## config.mk

```make
export PLATFORM = sky130hd
export DESIGN_NAME = vga_timing_rx
export DESIGN_NICKNAME = d
export VERILOG_FILES = /design/src/rtl/vga_timing_rx.sv
export SDC_FILE = /design/constraint.sdc
export NUM_CORES = 1
export LEC_CHECK = 0
export ABC_AREA = 1
export CORE_MARGIN = 2
export CORE_UTILIZATION = 40
export CTS_BUF_LIST = sky130_fd_sc_hd__clkbuf_4
export DETAILED_ROUTE_END_ITERATION = 10
export GPL_ROUTABILITY_DRIVEN = 0
export HOLD_SLACK_MARGIN = 0.15
export SKIP_CTS_REPAIR_TIMING = 1
export SKIP_LAST_GASP = 1
export SYNTH_ARGS = -nofsm -noshare
export SYNTH_HDL_FRONTEND = slang
export SYNTH_SLANG_ARGS = --single-unit
export TNS_END_PERCENT = 100
```

## constraint.sdc

```tcl
create_clock -name clk -period 2.3 [get_ports clk]
set_input_delay 0.46 -clock clk [delete_from_list [all_inputs] [get_ports clk]]
set_output_delay 0.46 -clock clk [all_outputs]
set_load 0.03 [all_outputs]
```

## src/rtl/vga_timing_rx.sv

```systemverilog
// vga_timing_rx: recovers pixel position, active windows, line length and lock from hsync/vsync.
// Define VGA_RX_FRAME_CNT_EN to add the frame_cnt output.
module vga_timing_rx #(
  parameter int H_SYNCPULSE = 96,
  parameter int H_BPORCH    = 48,
  parameter int H_DISPLAY   = 640,
  parameter int H_FPORCH    = 16,
  parameter int H_SYNC      = 800,
  parameter int V_SYNCPULSE = 2,
  parameter int V_BPORCH    = 33,
  parameter int V_DISPLAY   = 480,
  parameter int V_SYNC      = 525,
  parameter int LOCK_LINES  = 4,
  parameter int MISS_LINES  = 2
) (
  input  logic        clk,
  input  logic        rst_n,
  input  logic        hsync_in,
  input  logic        vsync_in,
  output logic [9:0]  x,
  output logic [9:0]  y,
  output logic        h_active,
  output logic        v_active,
  output logic        pix_valid,
  output logic [11:0] line_len,
  output logic        locked,
  output logic        sync_err
`ifdef VGA_RX_FRAME_CNT_EN
  ,
  output logic [15:0] frame_cnt
`endif
);

  localparam int H_ON   = H_SYNCPULSE + H_BPORCH;
  localparam int H_OFF  = H_ON + H_DISPLAY;
  localparam int V_ON   = V_SYNCPULSE + V_BPORCH;
  localparam int V_OFF  = V_ON + V_DISPLAY;
  localparam int H_LOST = 2 * H_SYNC;

  localparam logic [1:0] ST_SEARCH = 2'd0;
  localparam logic [1:0] ST_VERIFY = 2'd1;
  localparam logic [1:0] ST_LOCKED = 2'd2;

  if (H_OFF + H_FPORCH != H_SYNC) begin : g_hchk
    $error("vga_timing_rx: horizontal timing does not add up to H_SYNC");
  end
  if (V_OFF > V_SYNC) begin : g_vchk
    $error("vga_timing_rx: vertical windows exceed V_SYNC");
  end

  logic        hs_d;
  logic        vs_d;
  logic        hrise;
  logic        vrise;
  logic [11:0] hcnt;
  logic [11:0] hnext;
  logic [9:0]  vcnt;
  logic [1:0]  state;
  logic [1:0]  state_n;
  logic [7:0]  good;
  logic [7:0]  good_n;
  logic [7:0]  miss;
  logic [7:0]  miss_n;
  logic        err_n;
  logic        line_ok;
  logic        lost;
  logic        hact_c;
  logic        vact_c;

  assign hrise   = hsync_in & ~hs_d;
  assign vrise   = vsync_in & ~vs_d;
  // hnext doubles as the saturated length of the line ending at hrise
  assign hnext   = (hcnt == 12'hfff) ? hcnt : hcnt + 12'd1;
  assign line_ok = (hnext == 12'(H_SYNC));
  assign lost    = ~hrise & (hcnt == 12'(H_LOST));
  assign hact_c  = (hcnt >= 12'(H_ON)) && (hcnt < 12'(H_OFF));
  assign vact_c  = (vcnt >= 10'(V_ON)) && (vcnt < 10'(V_OFF));

  always_comb begin
    state_n = state;
    good_n  = good;
    miss_n  = miss;
    err_n   = 1'b0;
    if (lost) begin
      state_n = ST_SEARCH;
    end else if (hrise) begin
      unique case (1'b1)
        (state == ST_VERIFY): begin
          if (line_ok) begin
            good_n = good + 8'd1;
            if (good_n == 8'(LOCK_LINES)) begin
              state_n = ST_LOCKED;
              miss_n  = '0;
            end
          end else begin
            good_n = '0;
            err_n  = 1'b1;
          end
        end
        (state == ST_LOCKED): begin
          if (line_ok) begin
            miss_n = '0;
          end else begin
            err_n  = 1'b1;
            miss_n = miss + 8'd1;
            if (miss_n == 8'(MISS_LINES)) begin
              state_n = ST_SEARCH;
            end
          end
        end
        default: begin
          state_n = ST_VERIFY;
          good_n  = '0;
        end
      endcase
    end
  end

  always_ff @(posedge clk) begin
    if (!rst_n) begin
      hs_d      <= 1'b0;
      vs_d      <= 1'b0;
      hcnt      <= '0;
      vcnt      <= '0;
      state     <= ST_SEARCH;
      good      <= '0;
      miss      <= '0;
      x         <= '0;
      y         <= '0;
      h_active  <= 1'b0;
      v_active  <= 1'b0;
      pix_valid <= 1'b0;
      line_len  <= '0;
      locked    <= 1'b0;
      sync_err  <= 1'b0;
    end else begin
      hs_d     <= hsync_in;
      vs_d     <= vsync_in;
      hcnt     <= hrise ? 12'd0 : hnext;
      if (vrise) begin
        vcnt <= '0;
      end else if (hrise && vcnt != 10'h3ff) begin
        vcnt <= vcnt + 10'd1;
      end
      if (hrise) begin
        line_len <= hnext;
      end
      state     <= state_n;
      good      <= good_n;
      miss      <= miss_n;
      sync_err  <= err_n;
      locked    <= (state_n == ST_LOCKED);
      h_active  <= hact_c;
      v_active  <= vact_c;
      x         <= hact_c ? 10'(hcnt - 12'(H_ON)) : 10'd0;
      y         <= vact_c ? (vcnt - 10'(V_ON)) : 10'd0;
      pix_valid <= hact_c & vact_c & (state_n == ST_LOCKED);
    end
  end

`ifdef VGA_RX_FRAME_CNT_EN
  always_ff @(posedge clk) begin
    if (!rst_n) begin
      frame_cnt <= '0;
    end else if (vrise && locked) begin
      frame_cnt <= frame_cnt + 16'd1;
    end
  end
`endif

endmodule

```

## Word level (Yosys, flattened, before mapping)

Index checks and enable logic that the tools add are counted.
Widths: inputs -> output; s select.

- Register bits: 79
- Input port bits: 4
- Output and inout port bits: 37
- Word-level logic and storage cells: 75

- Add/sub/neg operators: 6
- Order comparisons: 4
- Equality and inequality tests: 11
- Multiplexer cells: 15
- Bitwise gates (word level): 12
- Reductions and logical operators: 12

Operators with widths:

| operator | number |
|---|---|
| $mux 8 | 4 |
| $pmux 8 s2 | 2 |
| $add 8x1->8 const B | 2 |
| $add 12x1->12 const B | 1 |
| $eq 12x10->1 const B | 1 |
| $eq 12x11->1 const B | 1 |
| $eq 12x12->1 const B | 1 |
| $ge 12x8->1 const B | 1 |
| $lt 12x10->1 const B | 1 |
| $mux 12 | 1 |
| $mux 2 | 6 |
| $add 10x1->10 const B | 1 |
| $ge 10x6->1 const B | 1 |
| $lt 10x10->1 const B | 1 |
| $ne 10x10->1 const B | 1 |
| $sub 10x6->10 const B | 1 |
| $sub 10x8->10 const B | 1 |
| $eq 8x2->1 const B | 1 |
| $eq 8x3->1 const B | 1 |
| $not 1->1 | 7 |
| $reduce_or 2->1 | 3 |
| $and 1x1->1 | 5 |
| $reduce_and 5->1 | 1 |
| $eq 2x2->1 const B | 2 |
| other kinds (10) | 13 |

## Longest topological paths before layout

Gate-level depths: netlist of the first run.

- Depth after elaboration: 9
- Depth in mapped cells: 18
- Mapped depth without buffers: 18

## Worst setup path after synthesis of the first run

OpenSTA, ideal clock, no wires.

- Kind: register to register
- Start: reg hcnt[4]
- End: reg locked
- Library setup time: 0.110 ns
- Arrival: 1.846 ns
- Required time: 2.190 ns
- Setup slack: 0.344 ns
- Stages on the path, launching flop included: 19
- Path buffers: 0
- Period minus slack after synthesis: 1.956 ns
- Cells stage by stage: dfxtp_1 -> ha_1 -> nand3_2 -> inv_2 -> nand2_4 -> nor2_8 -> nand2_1 -> nand2_2 -> nand2_2 -> nor2_4 -> nand3_2 -> nand2_2 -> nand2_1 -> nand3_1 -> nand2_1 -> nand2_1 -> nand2_2 -> nand2_2 -> inv_1

- Cells in the longest elaborated chain, start to end: 8
- Elaborated cells on any way between the ends: 12
- Classes of those cells: add/sub (1); eq/ne (4); mux (6); bitwise (1)

Ends and longest elaborated chain:

| element | RTL line | RTL |
|---|---|---|
| start: declaration | 55 | `logic [11:0] hcnt;` |
| start signal: assignment | 139 | `hcnt <= hrise ? 12'd0 : hnext;` |
| $add 12x1->12 / $eq 12x12->1 (equally long branches) | 73 | `assign hnext = (hcnt == 12'hfff) ? hcnt : hcnt + 12'd1;` |
| $mux 12 | 73 |  |
| $eq 12x10->1 | 74 | `assign line_ok = (hnext == 12'(H_SYNC));` |
| $mux 2 (on tied branches) | 101, 89 |  |
| $pmux 2 s2 | 87 | `unique case (1'b1)` |
| $mux 2 | 86 | `end else if (hrise) begin` |
| $mux 2 (*) | 84 | `if (lost) begin` |
| $eq 2x2->1 (*) | 152 | `locked <= (state_n == ST_LOCKED);` |
| end signal: assignment | 152 |  |
| end: declaration | 26 | `output logic locked,` |

Mark *: on every way between the ends. The rest lies on a longest branch, timed or not.
A chain may end at the register's enable or synchronous reset.

## Final worst setup path of the first run

- Start: reg hcnt[1]
- End: reg miss[0]

- Cells in the longest elaborated chain, start to end: 5
- Elaborated cells on any way between the ends: 11
- Classes of those cells: add/sub (1); eq/ne (4); mux (3); bitwise (2); reduce/logical (1)

Ends and longest elaborated chain:

| element | RTL line | RTL |
|---|---|---|
| $add 12x1->12 / $eq 12x12->1 (equally long branches) | 73 |  |
| $mux 12 | 73 |  |
| $eq 12x10->1 | 74 |  |
| $ne 2x2->1 (no source line) / $mux 8 (equally long branches) | -- |  |
| $reduce_and 5->1 (no source line) / $pmux 8 s2 (equally long branches) | -- |  |
| end signal: assignment | 150 | `miss <= miss_n;` |
| end: declaration | 62 | `logic [7:0] miss;` |

Parallel ways exist; a longest one is shown, timed or not.

==> impl_metrics.py, run 1 <==
metrics = {
    "run_status": {
        "status": "finished, final reports clean",
    },
    "sta": {
        "fmax_ghz": 0.468,
        "hold_viol": 0,
        "period_minus_slack_ns": 2.13,
        "max-slew-margin-rel_pct": 65.6,
        "worst_slack_ns": 0.165,
        "slew_violations": 0,
        "rsz0062_at_grt": "yes",
        "setup_tns_ns": 0,
        "clock_skew_ns": 0.0103,
        "period_share_pct": 92.8,
        "setup_viol": 0,
        "worstMarginPinSlew_ns": 0.503,
    },
    "layout": {
        "final_common_cell": "nand2_1",
        "layout.nets": 597,
        "area_growth_pct": 22.3,
        "fin_util_pct": 50.4,
        "layout-drive-gt1-share_pct": 15.9,
        "layout_common_cells": "nand2_1 (119), dfxtp_1 (71), nor2_1 (59), inv_1 (57), clkdlybuf4s50_1 (40)",
        "fin_area_mm2": 0.00465,
        "antenna_cells": 0,
    },
    "setup_path": {
        "cp-end-kind": "flip-flop",
        "required_ns": 2.66,
        "r2r_start": "hcnt[1]$_SDFF_PP0_",
        "crit_type": "reg2reg",
        "worstPathArrival_ns": 2.50,
        "worstPathMaxFanout": 15,
        "critical_path.startpoint": "hcnt[1]$_SDFF_PP0_",
        "worstSetupStartpointType": "flip-flop",
    },
    "min_path": {
        "hp-start": "line_len[11]$_SDFFE_PN0P_",
        "hp-class": "reg2reg",
    },
    "logic_synthesis": {
        "ys_ff_latch": 79,
        "yosys_warnings": 0,
        "synth_cells": 518,
        "synth_edf_count": 0,
        "syn_area_mm2": 0.00381,
        "ys_types": 37,
        "avgSynthCellArea_um2": 7.35,
        "synth_nets": 535,
        "yosysSeqAreaShare_pct": 41.6,
        "async_reset_ff_share_pct": 0,
        "ys.flop_type": "dfxtp_1",
    },
    "cts": {
        "root_buffer": "clkbuf_4",
        "clkTransAtPathRegs_ns": 0.12,
        "cts_tree": "yes",
        "tritoncts.num_buffers": 9,
        "h-tree-depth": 3,
        "clock_path_buffers": 2,
        "cts_num_sinks": 79,
        "clk_latency_ns": 0.42,
    },
    "global_routing": {
        "grt_pass1_wl_um": 15000,
        "grt_pass1_vias": 3266,
        "grt_max_degree": 16,
        "grt_antenna_before_repair": 0,
        "grt_overflow_total": 0,
        "grt_usage_pct": 18.2,
    },
    "place": {
        "dp_hpwl_um": 6560,
        "place_ws_ns": 0.0181,
        "place_area_mm2": 0.00445,
        "io_buffers": 40,
    },
    "routing": {
        "via_count": 3438,
        "wl_per_cell_um": 12.2,
        "viasPerCell": 4.82,
        "drtIter0Drc": 138,
        "routed_wl_um": 8690,
        "drt_first_pass_iters": 5,
        "ant_nets": 0,
        "drc": 0,
    },
    "pwr": {
        "p_per_area_mw_per_mm2": 518,
        "p_leak_nw": 1.97,
        "finalPower_mw": 2.41,
        "vdd_drop_max_uv": 232,
    },
    "floorplan": {
        "dieArea_mm2": 0.0103,
        "rows": 35,
        "die_w_um": 102,
        "core_mm2": 0.00924,
        "io_pins": 41,
        "dieHeight_um": 102,
        "initial_core_util_pct": 41.2,
    },
    "job": {
        "drv_cap": 0,
    },
}
==> synth_stat cells (5+ instances only) <==
library cell,count,area [um^2]
a21oi_1,34,170
nor3_1,8,40.0
nor2_1,61,229
nand2_1,119,447
nand2_2,11,68.8
nand3_2,7,70.1
xor2_1,7,61.3
inv_1,57,214
xnor2_1,5,43.8
nand3_1,33,165
o21ai_0,19,95.1
nand4_1,7,43.8
ha_1,13,163
dfxtp_1,79,1580
inv_2,8,30.0
nor2_2,5,31.3
==> per-stage QoR <==
| step | instances | hold slack [ns] |
|---|---|---|
| after floorplan | 518 | 0.437 |
| after global placement | 696 | 0.443 |
| after CTS | 712 | 0.472 |
| after global routing | 714 | 0.511 |
| after detailed placement | 696 | 0.448 |
| final | 714 | 0.468 |
==> sequential cells by signal, indices dropped and copies added, names as in the netlist, 2 cells and up <==
name      count
line_len     12
y            10
miss          8
good          8
hcnt         12
x            10
state         2
vcnt         10
==> where the power goes <==
group | switching (mW) | leakage, nW | internal [mW]
clock network | 0.483 | 0.0742 | 0.341
registers | 0.0132 | 0.642 | 1.39
logic | 0.121 | 1.25 | 0.0662
total | 0.617 | 1.97 | 1.79
==> per-layer routing <==
layer / track usage, % / part of all wire [%]
met1: 26.0 / 51
met3: 3.11 / 4.6
met4: 6.76 / 1.6
met5: 0 / 0
met2: 27.6 / 43
==> path summary, 6_finish.rpt <==
kind,to,slack (ns),depth (start not counted)
setup reg to reg,miss[0]$_SDFFE_PN0P_,0.17,14
hold / removal,line_len[11]$_SDFFE_PN0P_,0.47,2
setup / recovery,miss[0]$_SDFFE_PN0P_,0.17,14
hold reg to reg,line_len[11]$_SDFFE_PN0P_,0.47,2
==> cells by family after synthesis <==
| logic type | synth area share [%] |
|---|---|
| AND/OR/NAND/NOR | 33.9 |
| flip-flops | 41.6 |
| adder cells (fa/ha/maj) | 4.27 |
| XOR/XNOR | 2.76 |
| AO/OA/AOI/OAI | 10.1 |
| buffers and inverters | 7.43 |
==> final cells by class <==
| type | instances | area [um^2] |
|---|---|---|
| clock buffer | 10 | 75.1 |
| clock inverter | 6 | 60.1 |
| fill | 931 | 4590 |
| inverter | 68 | 256 |
| multi-input combinational | 366 | 1990 |
| sequential | 79 | 1590 |
| tap | 129 | 161 |
| timing repair buffer | 56 | 520 |
==> worst max-delay path, cell delays in order (launching register included) <==
cell	delay, ns
dfxtp_2	0.38
ha_2	0.20
nand3_2	0.14
nor2_4	0.19
nand2_4	0.11
nand2_2	0.09
nand2_2	0.07
inv_2	0.07
nand3_1	0.08
nand3b_1	0.21
nand2_2	0.14
nand2_8	0.10
nor3_1	0.15
a21oi_1	0.06
nor2_1	0.08
(Power assumes the default switching activity.)
==> run 2, diff against run 1 <==
CORE_UTILIZATION = 58   (was 40)
PLACE_DENSITY = 0.82   (was unset)
==> impl_metrics.py, run 2 (same netlist as run 1, synthesis figures left out) <==
metrics = {
    "routing": {
        "viasPerCell": 5.41,
        "wl_per_cell_um": 13.3,
        "ant_nets": 0,
        "drtIter0Drc": 317,
        "via_count": 3574,
        "drc": 0,
        "routed_wl_um": 8770,
        "drt_first_pass_iters": 6,
    },
    "sta": {
        "whs_ns": 0.461,
        "max-slew-margin-rel_pct": 63.3,
        "hold_viol": 0,
        "clock_skew_ns": 0.0212,
        "period_share_pct": 95.9,
        "period_minus_slack_ns": 2.20,
        "slew_violations": 0,
        "rsz0062_at_grt": "yes",
        "setup_viol": 0,
        "fmax_ghz": 0.454,
        "worstMarginPinSlew_ns": 0.536,
        "setup_tns_ns": 0,
    },
    "layout": {
        "layout.nets": 597,
        "layout_common_cells": "nand2_1 (119), dfxtp_1 (70), nor2_1 (59), inv_1 (57), clkdlybuf4s50_1 (40)",
        "final_common_cell": "nand2_1",
        "layout-drive-gt1-share_pct": 15.9,
        "fin_area_mm2": 0.00465,
        "antenna_cells": 0,
        "area_growth_pct": 22.1,
        "reg.largest.list": "hcnt x12, line_len x12",
    },
    "cts": {
        "clk_latency_ns": 0.44,
        "clkTransAtPathRegs_ns": 0.12,
        "cts_num_sinks": 79,
        "h-tree-depth": 3,
        "root_buffer": "clkbuf_4",
        "clock_path_buffers": 2,
        "cts_tree": "yes",
        "tritoncts.num_buffers": 9,
    },
    "setup_path": {
        "path_cells": "nand2_1 -> nor2_1 -> nand3_1 -> nand2_1 -> nand3_1 -> nor3_1 -> nand3b_1 -> nand2_2 -> nand2_4 -> inv_1 -> nand3_1 -> a21oi_1",
        "slowest_delay_ns": 0.46,
        "worstPathArrival_ns": 2.57,
        "required_ns": 2.66,
        "cp-end-kind": "flip-flop",
        "critical_path.startpoint": "hcnt[10]$_SDFF_PP0_",
        "path_buf_inv": 1,
        "worstPathMaxFanout": 7,
        "r2r_start": "hcnt[10]$_SDFF_PP0_",
        "crit_type": "reg2reg",
        "slowest_stage": "dfxtp_1",
        "path_depth": 12,
        "critPathTopFamily": "simple AND/OR/NAND/NOR gates",
        "cpMostUsedCell": "nand3_1",
        "worstSetupStartpointType": "flip-flop",
        "rr_worst_depth": 12,
    },
    "place": {
        "place_area_mm2": 0.00437,
        "dp_hpwl_um": 6420,
        "io_buffers": 40,
    },
    "pwr": {
        "finalPower_mw": 2.62,
        "p_leak_nw": 1.98,
        "p_per_area_mw_per_mm2": 563,
        "vdd_drop_max_uv": 484,
    },
    "global_routing": {
        "grt_usage_pct": 25.0,
        "grt_antenna_before_repair": 0,
        "grt_max_degree": 16,
        "grt_pass1_vias": 3330,
        "grt_overflow_total": 0,
        "grt_pass1_wl_um": 14700,
    },
    "job": {
        "drv_cap": 0,
    },
    "min_path": {
        "min_path_cells": 2,
        "hp-start": "line_len[11]$_SDFFE_PN0P_",
        "hp-class": "reg2reg",
    },
    "floorplan": {
        "core_mm2": 0.00635,
        "rows": 29,
        "die_w_um": 85.0,
        "dieHeight_um": 85.0,
        "initial_core_util_pct": 59.9,
        "dieArea_mm2": 0.00723,
        "io_pins": 41,
    },
    "run_status": {
        "status": "finished, final reports clean",
    },
}
==> run 2: final cells by class <==
cell class              instances  area (um^2)
inverters                      68          256
clock buffers                   9         67.6
multi-input cells             367         2010
repair buffers                 55          513
fillers                       492         1700
flip-flops and latches         79         1600
well taps                      77         96.3
clock inverters                 6          108
==> run 2: per-stage QoR <==
step | utilization [%] | instances | worst slack [ns]
finish | 73.2 | 661 | 0.0950
global route | 73.2 | 661 | -0.0240
CTS | 71.6 | 658 | 0.0696
detailed placement | 68.9 | 643 | 0.0306
global placement | 68.9 | 643 | 0.103
floorplan | - | 518 | 0.344
==> run 2: metal layers <==
metal,vias to the layer above,wire (um),global-route usage [%]
met3,26,427,6.71
met2,103,4030,38.2
met1,1662,4110,34.0
li1,1783,-,-
met4,0,198,9.38
met5,-,0,0
==> run 2: final timing paths <==
| kind | to | slack, ns |
|---|---|---|
| worst max-delay path | miss[4]$_SDFFE_PN0P_ | 0.1 |
| worst min-delay path | line_len[11]$_SDFFE_PN0P_ | 0.46 |
| worst max register to register | miss[4]$_SDFFE_PN0P_ | 0.1 |
| worst min register to register | line_len[11]$_SDFFE_PN0P_ | 0.46 |
==> run 2: worst reg2reg max path: stages, from the launching register on <==
cell and delay (ns):
dfxtp_1 0.46, nand2_1 0.19, nor2_1 0.20, nand3_1 0.11
nand2_1 0.07, nand3_1 0.19, nor3_1 0.23, nand3b_1 0.15
nand2_2 0.16, nand2_4 0.09, inv_1 0.08, nand3_1 0.06
a21oi_1 0.16
==> run 2: where the power goes <==
group / internal [mW] / switching, mW
logic: 0.0666 / 0.124
registers: 1.39 / 0.0136
clock network: 0.543 / 0.483
total: 1.99 / 0.621
==> run 3, diff against run 2 <==
CORE_UTILIZATION = 50   (was 58)
PLACE_DENSITY = 0.72   (was 0.82)
clock period = 2.7 ns   (was 2.3 ns; I/O delays follow)
==> impl_metrics.py, run 3 (same netlist as run 1, synthesis figures left out) <==
metrics = {
    "run_status": {
        "status": "finished, final reports clean",
    },
    "setup_path": {
        "path_buf_inv": 2,
        "path_cells": "ha_1 -> nand3_2 -> nor2_4 -> nand2_1 -> nand2_1 -> nand2_1 -> inv_2 -> nand2_2 -> nor2_4 -> nand3_2 -> nand2_2 -> nand2_1 -> nand3_1 -> nand2_1 -> nand2_1 -> nand2_2 -> nand2_2 -> inv_1",
        "slowest_delay_ns": 0.48,
        "critPathTopFamily": "simple AND/OR/NAND/NOR gates",
        "worstSetupStartpointType": "flip-flop",
        "crit_type": "reg2reg",
        "worstPathArrival_ns": 2.67,
        "slowest_stage": "dfxtp_1",
        "worstPathMaxFanout": 6,
        "cpMostUsedCell": "nand2_1",
        "required_ns": 3.05,
        "cp-end-kind": "flip-flop",
    },
    "layout": {
        "final_common_cell": "nand2_1",
        "antenna_cells": 0,
        "reg.largest.list": "hcnt x12, line_len x12",
        "n_fill_cell": 659,
        "layout-drive-gt1-share_pct": 12.2,
        "layout_common_cells": "nand2_1 (119), dfxtp_1 (79), nor2_1 (61), inv_1 (57), clkdlybuf4s50_1 (40)",
        "layout.nets": 588,
        "area_growth_pct": 18.2,
    },
    "cts": {
        "cts_tree": "yes",
        "clock_path_buffers": 2,
        "clkTransAtPathRegs_ns": 0.13,
        "clk_latency_ns": 0.44,
        "tritoncts.num_buffers": 9,
        "root_buffer": "clkbuf_4",
        "cts_num_sinks": 79,
        "h-tree-depth": 3,
    },
    "routing": {
        "drtIter0Drc": 276,
        "viasPerCell": 5.02,
        "routed_wl_um": 8220,
        "wl_per_cell_um": 12.2,
        "ant_nets": 0,
        "via_count": 3388,
        "drc": 0,
        "drt_first_pass_iters": 4,
    },
    "global_routing": {
        "grt_overflow_total": 0,
        "grt_pass1_wl_um": 14200,
        "grt_max_degree": 17,
        "grt_pass1_vias": 3125,
        "grt_antenna_before_repair": 0,
        "grt_usage_pct": 21.0,
    },
    "place": {
        "dp_hpwl_um": 6160,
        "io_buffers": 40,
    },
    "floorplan": {
        "core_mm2": 0.00733,
        "dieArea_mm2": 0.00833,
        "dieHeight_um": 91.3,
        "io_pins": 41,
        "rows": 31,
        "initial_core_util_pct": 51.9,
        "die_w_um": 91.3,
    },
    "sta": {
        "fmax_ghz": 0.432,
        "worstMarginPinSlew_ns": 0.491,
        "setup_tns_ns": 0,
        "clock_skew_ns": 0.0156,
        "whs_ns": 0.461,
        "rsz0062_at_grt": "no",
        "period_share_pct": 85.7,
        "max-slew-margin-rel_pct": 66.4,
        "slew_violations": 0,
        "period_minus_slack_ns": 2.31,
        "hold_viol": 0,
        "setup_viol": 0,
    },
    "pwr": {
        "p_leak_nw": 1.91,
        "vdd_drop_max_uv": 379,
        "p_per_area_mw_per_mm2": 460,
    },
    "job": {
        "drv_cap": 0,
    },
    "min_path": {
        "hp-class": "reg2reg",
    },
}
[run 3: power by group]
part	leakage, nW	internal, mW	switching, mW
combinational	1.21	0.0509	0.0966
clock	0.0653	0.295	0.434
sequential	0.638	1.18	0.0110
[run 3: stage by stage]
stage	utilization (%)	instances	area, um^2	setup slack (ns)	power, mW
floorplan	-	518	3810	0.744	1.32
global placement	59.4	659	4360	0.425	1.36
detailed placement	59.4	659	4360	0.345	1.37
CTS	61.4	675	4500	0.396	2.08
global route	61.4	675	4500	0.0667	2.15
finish	61.4	675	4500	0.385	2.07
[run 3: path summary, 6_finish.rpt]
check | depth (start not counted) | slack, ns | endpoint | from
worst max-delay path | 18 | 0.39 | locked$_SDFF_PN0_ | hcnt[5]$_SDFF_PP0_
worst min register to register | 2 | 0.46 | line_len[11]$_SDFFE_PN0P_ | line_len[11]$_SDFFE_PN0P_
worst max register to register | 18 | 0.39 | locked$_SDFF_PN0_ | hcnt[5]$_SDFF_PP0_
worst min-delay path | 2 | 0.46 | line_len[11]$_SDFFE_PN0P_ | line_len[11]$_SDFFE_PN0P_
[run 3: final cells by class]
class / count / area (um^2) / share of cell area [%]
Timing Repair Buffer: 47 / 453 / 10.1
Multi-Input combinational cell: 366 / 1940 / 43.1
Tap cell: 99 / 124 / 2.75
Clock buffer: 10 / 75.1 / 1.67
Sequential cell: 79 / 1580 / 35.1
Clock inverter: 6 / 68.8 / 1.53
Inverter: 68 / 256 / 5.70
[run 3: routing by layer]
| layer | up-vias | track usage [%] | wire, um |
|---|---|---|---|
| met3 | 10 | 4.07 | 375 |
| met5 | - | 0 | 0 |
| met2 | 71 | 32.6 | 3640 |
| li1 | 1768 | - | - |
| met1 | 1539 | 28.7 | 4090 |
| met4 | 0 | 8.21 | 108 |
[run 3: worst min-delay path, cell delays in order (launching register included)]
cell     delay [ns]
dfxtp_1        0.33
nand2_1        0.06
nand2_1        0.05
